[config.mk]
export PLATFORM = sky130hd
export DESIGN_NAME = stack_reg_file
export DESIGN_NICKNAME = d
export VERILOG_FILES = /design/src/rtl/stack_reg_file.sv
export SDC_FILE = /design/constraint.sdc
export NUM_CORES = 1
export LEC_CHECK = 0
export CORE_UTILIZATION = 45
export CTS_BUF_LIST = sky130_fd_sc_hd__clkbuf_4
export DETAILED_ROUTE_END_ITERATION = 7
export PLACE_DENSITY = 0.73
export SYNTH_ARGS = -nofsm -noshare
export SYNTH_HDL_FRONTEND = slang
export SYNTH_SLANG_ARGS = --single-unit
[constraint.sdc]
create_clock -name clk -period 3.95 [get_ports clk]
set_input_delay 0.5925 -clock clk [delete_from_list [all_inputs] [get_ports clk]]
set_output_delay 0.5925 -clock clk [all_outputs]
set_load 0.005 [all_outputs]
[src/rtl/stack_reg_file.sv]
// Register file whose top register is a hardware stack pointer with sticky range flags.
// Reads are combinational, writes and SP updates take one cycle; strobes are always accepted.
module stack_reg_file #(
    parameter int                DATA_W   = 8,
    parameter int                NUM_REGS = 4,
    parameter logic [DATA_W-1:0] SP_RESET = '1,
    parameter logic [DATA_W-1:0] SP_MIN   = '0,
    parameter logic [DATA_W-1:0] SP_MAX   = '1,
    parameter int                BYPASS   = 1,
    parameter int                ZERO_R0  = 0,
    localparam int               ADDR_W   = (NUM_REGS > 2) ? $clog2(NUM_REGS) : 1
) (
    input  logic              clk,
    input  logic              rst_n,
    input  logic              write_en,
    input  logic [ADDR_W-1:0] write_addr,
    input  logic [DATA_W-1:0] write_data,
    input  logic [ADDR_W-1:0] read_addr_a,
    input  logic [ADDR_W-1:0] read_addr_b,
    input  logic              stack_push,
    input  logic              stack_pop,
    input  logic              err_clr,
    output logic [DATA_W-1:0] read_data_a,
    output logic [DATA_W-1:0] read_data_b,
    output logic [DATA_W-1:0] sp_value,
    output logic              sp_ovf,
    output logic              sp_udf
);

    localparam logic [ADDR_W-1:0] SP_IDX  = ADDR_W'(NUM_REGS - 1);
    localparam logic [ADDR_W:0]   NREGS_W = (ADDR_W + 1)'(NUM_REGS);

    logic [DATA_W-1:0] r_regs [NUM_REGS-1];
    logic [DATA_W-1:0] r_sp;
    logic              r_ovf;
    logic              r_udf;

    logic              w_wr_legal;
    logic              w_sp_wr;
    logic              w_push_only;
    logic              w_pop_only;
    logic              w_ovf_set;
    logic              w_udf_set;
    logic [DATA_W-1:0] w_rd_a;
    logic [DATA_W-1:0] w_rd_b;

    // A legal write targets an existing register that is not a hardwired-zero R0.
    assign w_wr_legal  = write_en && ({1'b0, write_addr} < NREGS_W)
                         && !((ZERO_R0 != 0) && (write_addr == '0));
    assign w_sp_wr     = write_en && (write_addr == SP_IDX);
    assign w_push_only = stack_push && !stack_pop && !w_sp_wr;
    assign w_pop_only  = stack_pop && !stack_push && !w_sp_wr;
    assign w_ovf_set   = w_push_only && (r_sp == SP_MIN);
    assign w_udf_set   = w_pop_only && (r_sp == SP_MAX);

    always_ff @(posedge clk or negedge rst_n) begin
        if (!rst_n) begin
            for (int i = 0; i < NUM_REGS - 1; i++) begin
                r_regs[i] <= '0;
            end
        end else if (w_wr_legal) begin
            for (int i = 0; i < NUM_REGS - 1; i++) begin
                if (write_addr == ADDR_W'(i)) begin
                    r_regs[i] <= write_data;
                end
            end
        end
    end

    always_ff @(posedge clk or negedge rst_n) begin
        if (!rst_n) begin
            r_sp <= SP_RESET;
        end else if (w_sp_wr) begin
            r_sp <= write_data;
        end else if (w_push_only && !w_ovf_set) begin
            r_sp <= r_sp - 1'b1;
        end else if (w_pop_only && !w_udf_set) begin
            r_sp <= r_sp + 1'b1;
        end
    end

    // A fresh error in the same cycle as err_clr keeps the flag set.
    always_ff @(posedge clk or negedge rst_n) begin
        if (!rst_n) begin
            r_ovf <= 1'b0;
            r_udf <= 1'b0;
        end else begin
            r_ovf <= w_ovf_set || (r_ovf && !err_clr);
            r_udf <= w_udf_set || (r_udf && !err_clr);
        end
    end

    always_comb begin
        w_rd_a = '0;
        for (int i = 0; i < NUM_REGS - 1; i++) begin
            if (read_addr_a == ADDR_W'(i)) begin
                w_rd_a = r_regs[i];
            end
        end
        if (read_addr_a == SP_IDX) begin
            w_rd_a = r_sp;
        end
        if ((ZERO_R0 != 0) && (read_addr_a == '0)) begin
            w_rd_a = '0;
        end
        if ((BYPASS != 0) && w_wr_legal && (read_addr_a == write_addr)) begin
            w_rd_a = write_data;
        end
    end

    always_comb begin
        w_rd_b = '0;
        for (int i = 0; i < NUM_REGS - 1; i++) begin
            if (read_addr_b == ADDR_W'(i)) begin
                w_rd_b = r_regs[i];
            end
        end
        if (read_addr_b == SP_IDX) begin
            w_rd_b = r_sp;
        end
        if ((ZERO_R0 != 0) && (read_addr_b == '0)) begin
            w_rd_b = '0;
        end
        if ((BYPASS != 0) && w_wr_legal && (read_addr_b == write_addr)) begin
            w_rd_b = write_data;
        end
    end

    assign read_data_a = w_rd_a;
    assign read_data_b = w_rd_b;
    assign sp_value    = r_sp;
    assign sp_ovf      = r_ovf;
    assign sp_udf      = r_udf;

endmodule

==> summary by stage <==
Global route
Across every metal layer, demand over resource in global routing totals 22.4%. Global routing used 36.9% of the available met2 tracks. The global-route congestion overflow total is 0. The global-route met1 utilization is 29.7%. The first global-routing pass estimated 8950 um of wire. The pin count of the biggest net entering global routing is 35. The initial antenna violation count is 0.

For met3 alone, demand over resource in global routing was 4.15%. The number of global-route vias before repair was 1723. The most used routing layer in global routing is met2.

Finish
The antenna cell count is 0. Of the cells placed in the final design, the portion with a size suffix greater than 1 is 34.9%. The utilization of the core after routing is 58.1%. The total number of nets in the final design is 267. After the flow finishes, the layout carries non-filler instances totaling 311.

The library cell used most frequently in the layout, excluding fill and tap cells, is sky130_fd_sc_hd__clkdlybuf4s50_1. The filler cells instantiated in the layout total 460. Leaving out fill and tap cells, the most frequent cells in the layout are 45 x sky130_fd_sc_hd__clkdlybuf4s50_1, 40 x sky130_fd_sc_hd__mux2_2, 26 x sky130_fd_sc_hd__dfrtp_1, 14 x sky130_fd_sc_hd__mux4_2, 14 x sky130_fd_sc_hd__nor2_1. The area growth from synthesis to layout is 23.6%.

Yosys
Ranked by total cell area, the synthesized netlist is headed by sky130_fd_sc_hd__dfrtp_1 27%, sky130_fd_sc_hd__mux2_2 19%, sky130_fd_sc_hd__mux4_2 13%. The synthesized netlist contains 40 unique library cells. The number of storage elements in the synthesis netlist is 34. Averaged over all synthesized cells, the footprint is 12.5 sq um. The number of nets in the synthesized netlist is 219. Summed over its instances, the top area cell type makes up 27.1% of the synthesized netlist area.

The Yosys step of the flow raised 0 warnings. Synthesis produced 192 cells. The sequential share of the synthesized area is 35.9%.

The synthesized cell area is 2400 sq um. Among all flip-flop cells after synthesis, the most frequent one is sky130_fd_sc_hd__dfrtp_1. Of all flip-flops after synthesis, the portion carrying an async set or reset was 100%. The cell taking the most area after synthesis is sky130_fd_sc_hd__dfrtp_1. The synthesized design contains 0 enable-type register cells.

Power
The net switching power is 538 uW. The internal portion of the total power is 1.04 mW. The combinational share of power is 48.5%.

The net switching share of the total power is 34.1%. Dividing total power by cell area gives a power density of 532 nW/um^2. The sequential share of power is 38.4%.

The post-layout total power is 1.58 mW. The worst IR drop on VDD is 0.290 mV. The leakage component of the power is 1.16 nW.

In this run, the clock network consumes 13.1% of the power.

STA
The final worst slack is 0.607 ns. The max-slew headroom at the worst pin is 36.2%. Adding up every negative setup slack in the final design gives 0 ns.

The hold violation total from the final report was 0. The minimum clock period is 3.34 ns. The worst-margin pin slew is 0.951 ns. The worst clock skew is 0.00272 ns. The part of the cycle the worst path needs is 84.6%. The top achievable clock speed is 299 MHz. The final-report max-slew violation count is 0. The total setup violations reported at the end of the flow is 0.

Setup repair after global routing left no endpoint under its margin.

Floorplanning
The floorplan step set the die width to 75.0 um. The floorplan has 26 rows. The number of top-level pins is 46. From bottom edge to top edge, the die measures 75.0 um. For this configuration, the core starts out at a cell density of 47.0%.

The die area is 5630 sq um. The placeable core region is 5110 sq um.

Critical path
Across all register-to-register paths, the minimum setup slack is 0.85 ns. The kind of launch point of the worst setup path is an input port. STA classifies the critical path endpoint as an output port.

The critical path launch point is read_addr_b[0]. In this run the worst setup path terminates at read_data_b[2]. The start-to-end type of the worst setup path is input port to output port.

The critical register-to-register path endpoint is sp_value[7]. The worst register-to-register path begins at sp_value[4]. The data required time of the worst path is 3.36 ns.

At the worst endpoint, the arrival time is 2.75 ns. The length in cells of the worst reg-to-reg path is 10. In this run the worst path has a maximum fanout of 5.

Placed design
The quantity of I/O buffers inserted on ports is 45. The HPWL after detailed placement is 4070 um. The final estimated routing congestion in global placement is 0.916. The placed instance count is 303. The post-placement setup slack is 0.554 ns.

CTS
CTS saw 34 sinks. The number of buffers inserted to repair setup after CTS is 0. The CTS tree is built. Post-CTS repair changed the size of 0 cells.

The root buffer cell is sky130_fd_sc_hd__clkbuf_4. The clock edge transition at the registers on the reported setup and hold paths is 0.09 ns. The number of clock buffers inserted by TritonCTS is 5.

The clock reaches the later pin of the worst-skew pair after 0.34 ns. In this run, post-CTS hold repair placed 0 buffers. The clock passes through at most 2 buffers.

The number of levels in the clock H-tree is 2.

Job
Max-cap violations in this run came to 0.

Detailed routing
Using the TritonRoute via totals, the vias-per-cell ratio works out to 5.78. The pre-antenna-repair detailed-routing pass consisted of 4 iterations. The total via count in the routed design is 1799. For this run, design rule violations remaining after detail routing come to 0. The detail route stage leaves a number of antenna-violating nets equal to 0. The post-detailed-route wirelength per cell is 18.1 um. The DRC marker count from the first detailed-route iteration is 71. The routed design has 5630 um of wire.

Outcome
The flow ran to the end, and the final reports show no timing, DRC or antenna violations.

Min path
The path type of the worst min-delay path is flip-flop to flip-flop.
metrics by stage:
stage                     area (sq um)  hold WS (ns)
after global routing              2970         0.546
after CTS                         2970         0.530
after detailed placement          2910         0.510
final                             2970         0.524
after floorplan                   2400         0.297
after global placement            2910         0.495
power by group through the flow:
stage          combinational (mW)  clock [mW]  sequential, mW
6_report                    0.765       0.207           0.606
5_1_grt                     0.834       0.229           0.621
4_1_cts                     0.767       0.210           0.607
3_5_place_dp                0.761           0           0.613
3_3_place_gp                0.750           0           0.607
2_1_floorplan               0.494           0           0.552
cell usage after synthesis (5+ instances only):
cell type,count
sky130_fd_sc_hd__mux4_2,14
sky130_fd_sc_hd__mux2_2,40
sky130_fd_sc_hd__dfstp_2,8
sky130_fd_sc_hd__ha_1,6
sky130_fd_sc_hd__xnor2_1,7
sky130_fd_sc_hd__inv_1,5
sky130_fd_sc_hd__nor2_1,14
sky130_fd_sc_hd__a21oi_1,8
sky130_fd_sc_hd__dfrtp_1,26
sky130_fd_sc_hd__o21ai_0,8
flip-flops by register name, indices dropped and copies added (netlist names):
signal,count
r_regs,24
sp_udf,1
sp_value,8
sp_ovf,1
layout make-up:
| type | instances | area, sq um | area share [%] |
|---|---|---|---|
| multi-input combinational | 142 | 1440 | 48.4 |
| sequential | 34 | 861 | 29.0 |
| timing repair buffer | 52 | 503 | 17.0 |
| tap | 70 | 87.6 | 2.95 |
| clock buffer | 8 | 60.1 | 2.02 |
| inverter | 5 | 18.8 | 0.633 |
kinds of logic (layout without fill, tap and decap cells):
group,Yosys count,in the layout,share of synthesized area [%]
AO/OA/AOI/OAI,29,29,8.18
XOR/XNOR,7,7,2.55
adder cells (fa/ha/maj),7,7,3.96
buffers and inverters,16,65,4.32
flip-flops,34,34,35.9
multiplexers,61,61,36.4
AND/OR/NAND/NOR,38,38,8.75
worst min path at each step:
stage	to	slack, ns	startpoint	cells past startpoint
floorplan	r_regs[0]	0.30	rst_n	0
global placement	r_regs[8]	0.49	r_regs[8]	1
detailed placement	sp_ovf	0.51	sp_ovf	2
CTS	sp_ovf	0.53	sp_ovf	2
global route	sp_ovf	0.55	sp_ovf	2
finish	sp_ovf	0.52	sp_ovf	2
routing by layer:
metal  up-vias  wire length (um)
met4         0               106
met5         -                 0
met2        43              2800
met1       913              2500
li1        834                 -
met3         9               223
critical path: stages:
cell and delay (ns):
sky130_fd_sc_hd__clkdlybuf4s50_1 0.69, sky130_fd_sc_hd__buf_4 0.25, sky130_fd_sc_hd__mux4_2 0.51, sky130_fd_sc_hd__mux2_2 0.27, sky130_fd_sc_hd__clkdlybuf4s50_1 0.44
Note: power is estimated with default switching activity, not from simulation.
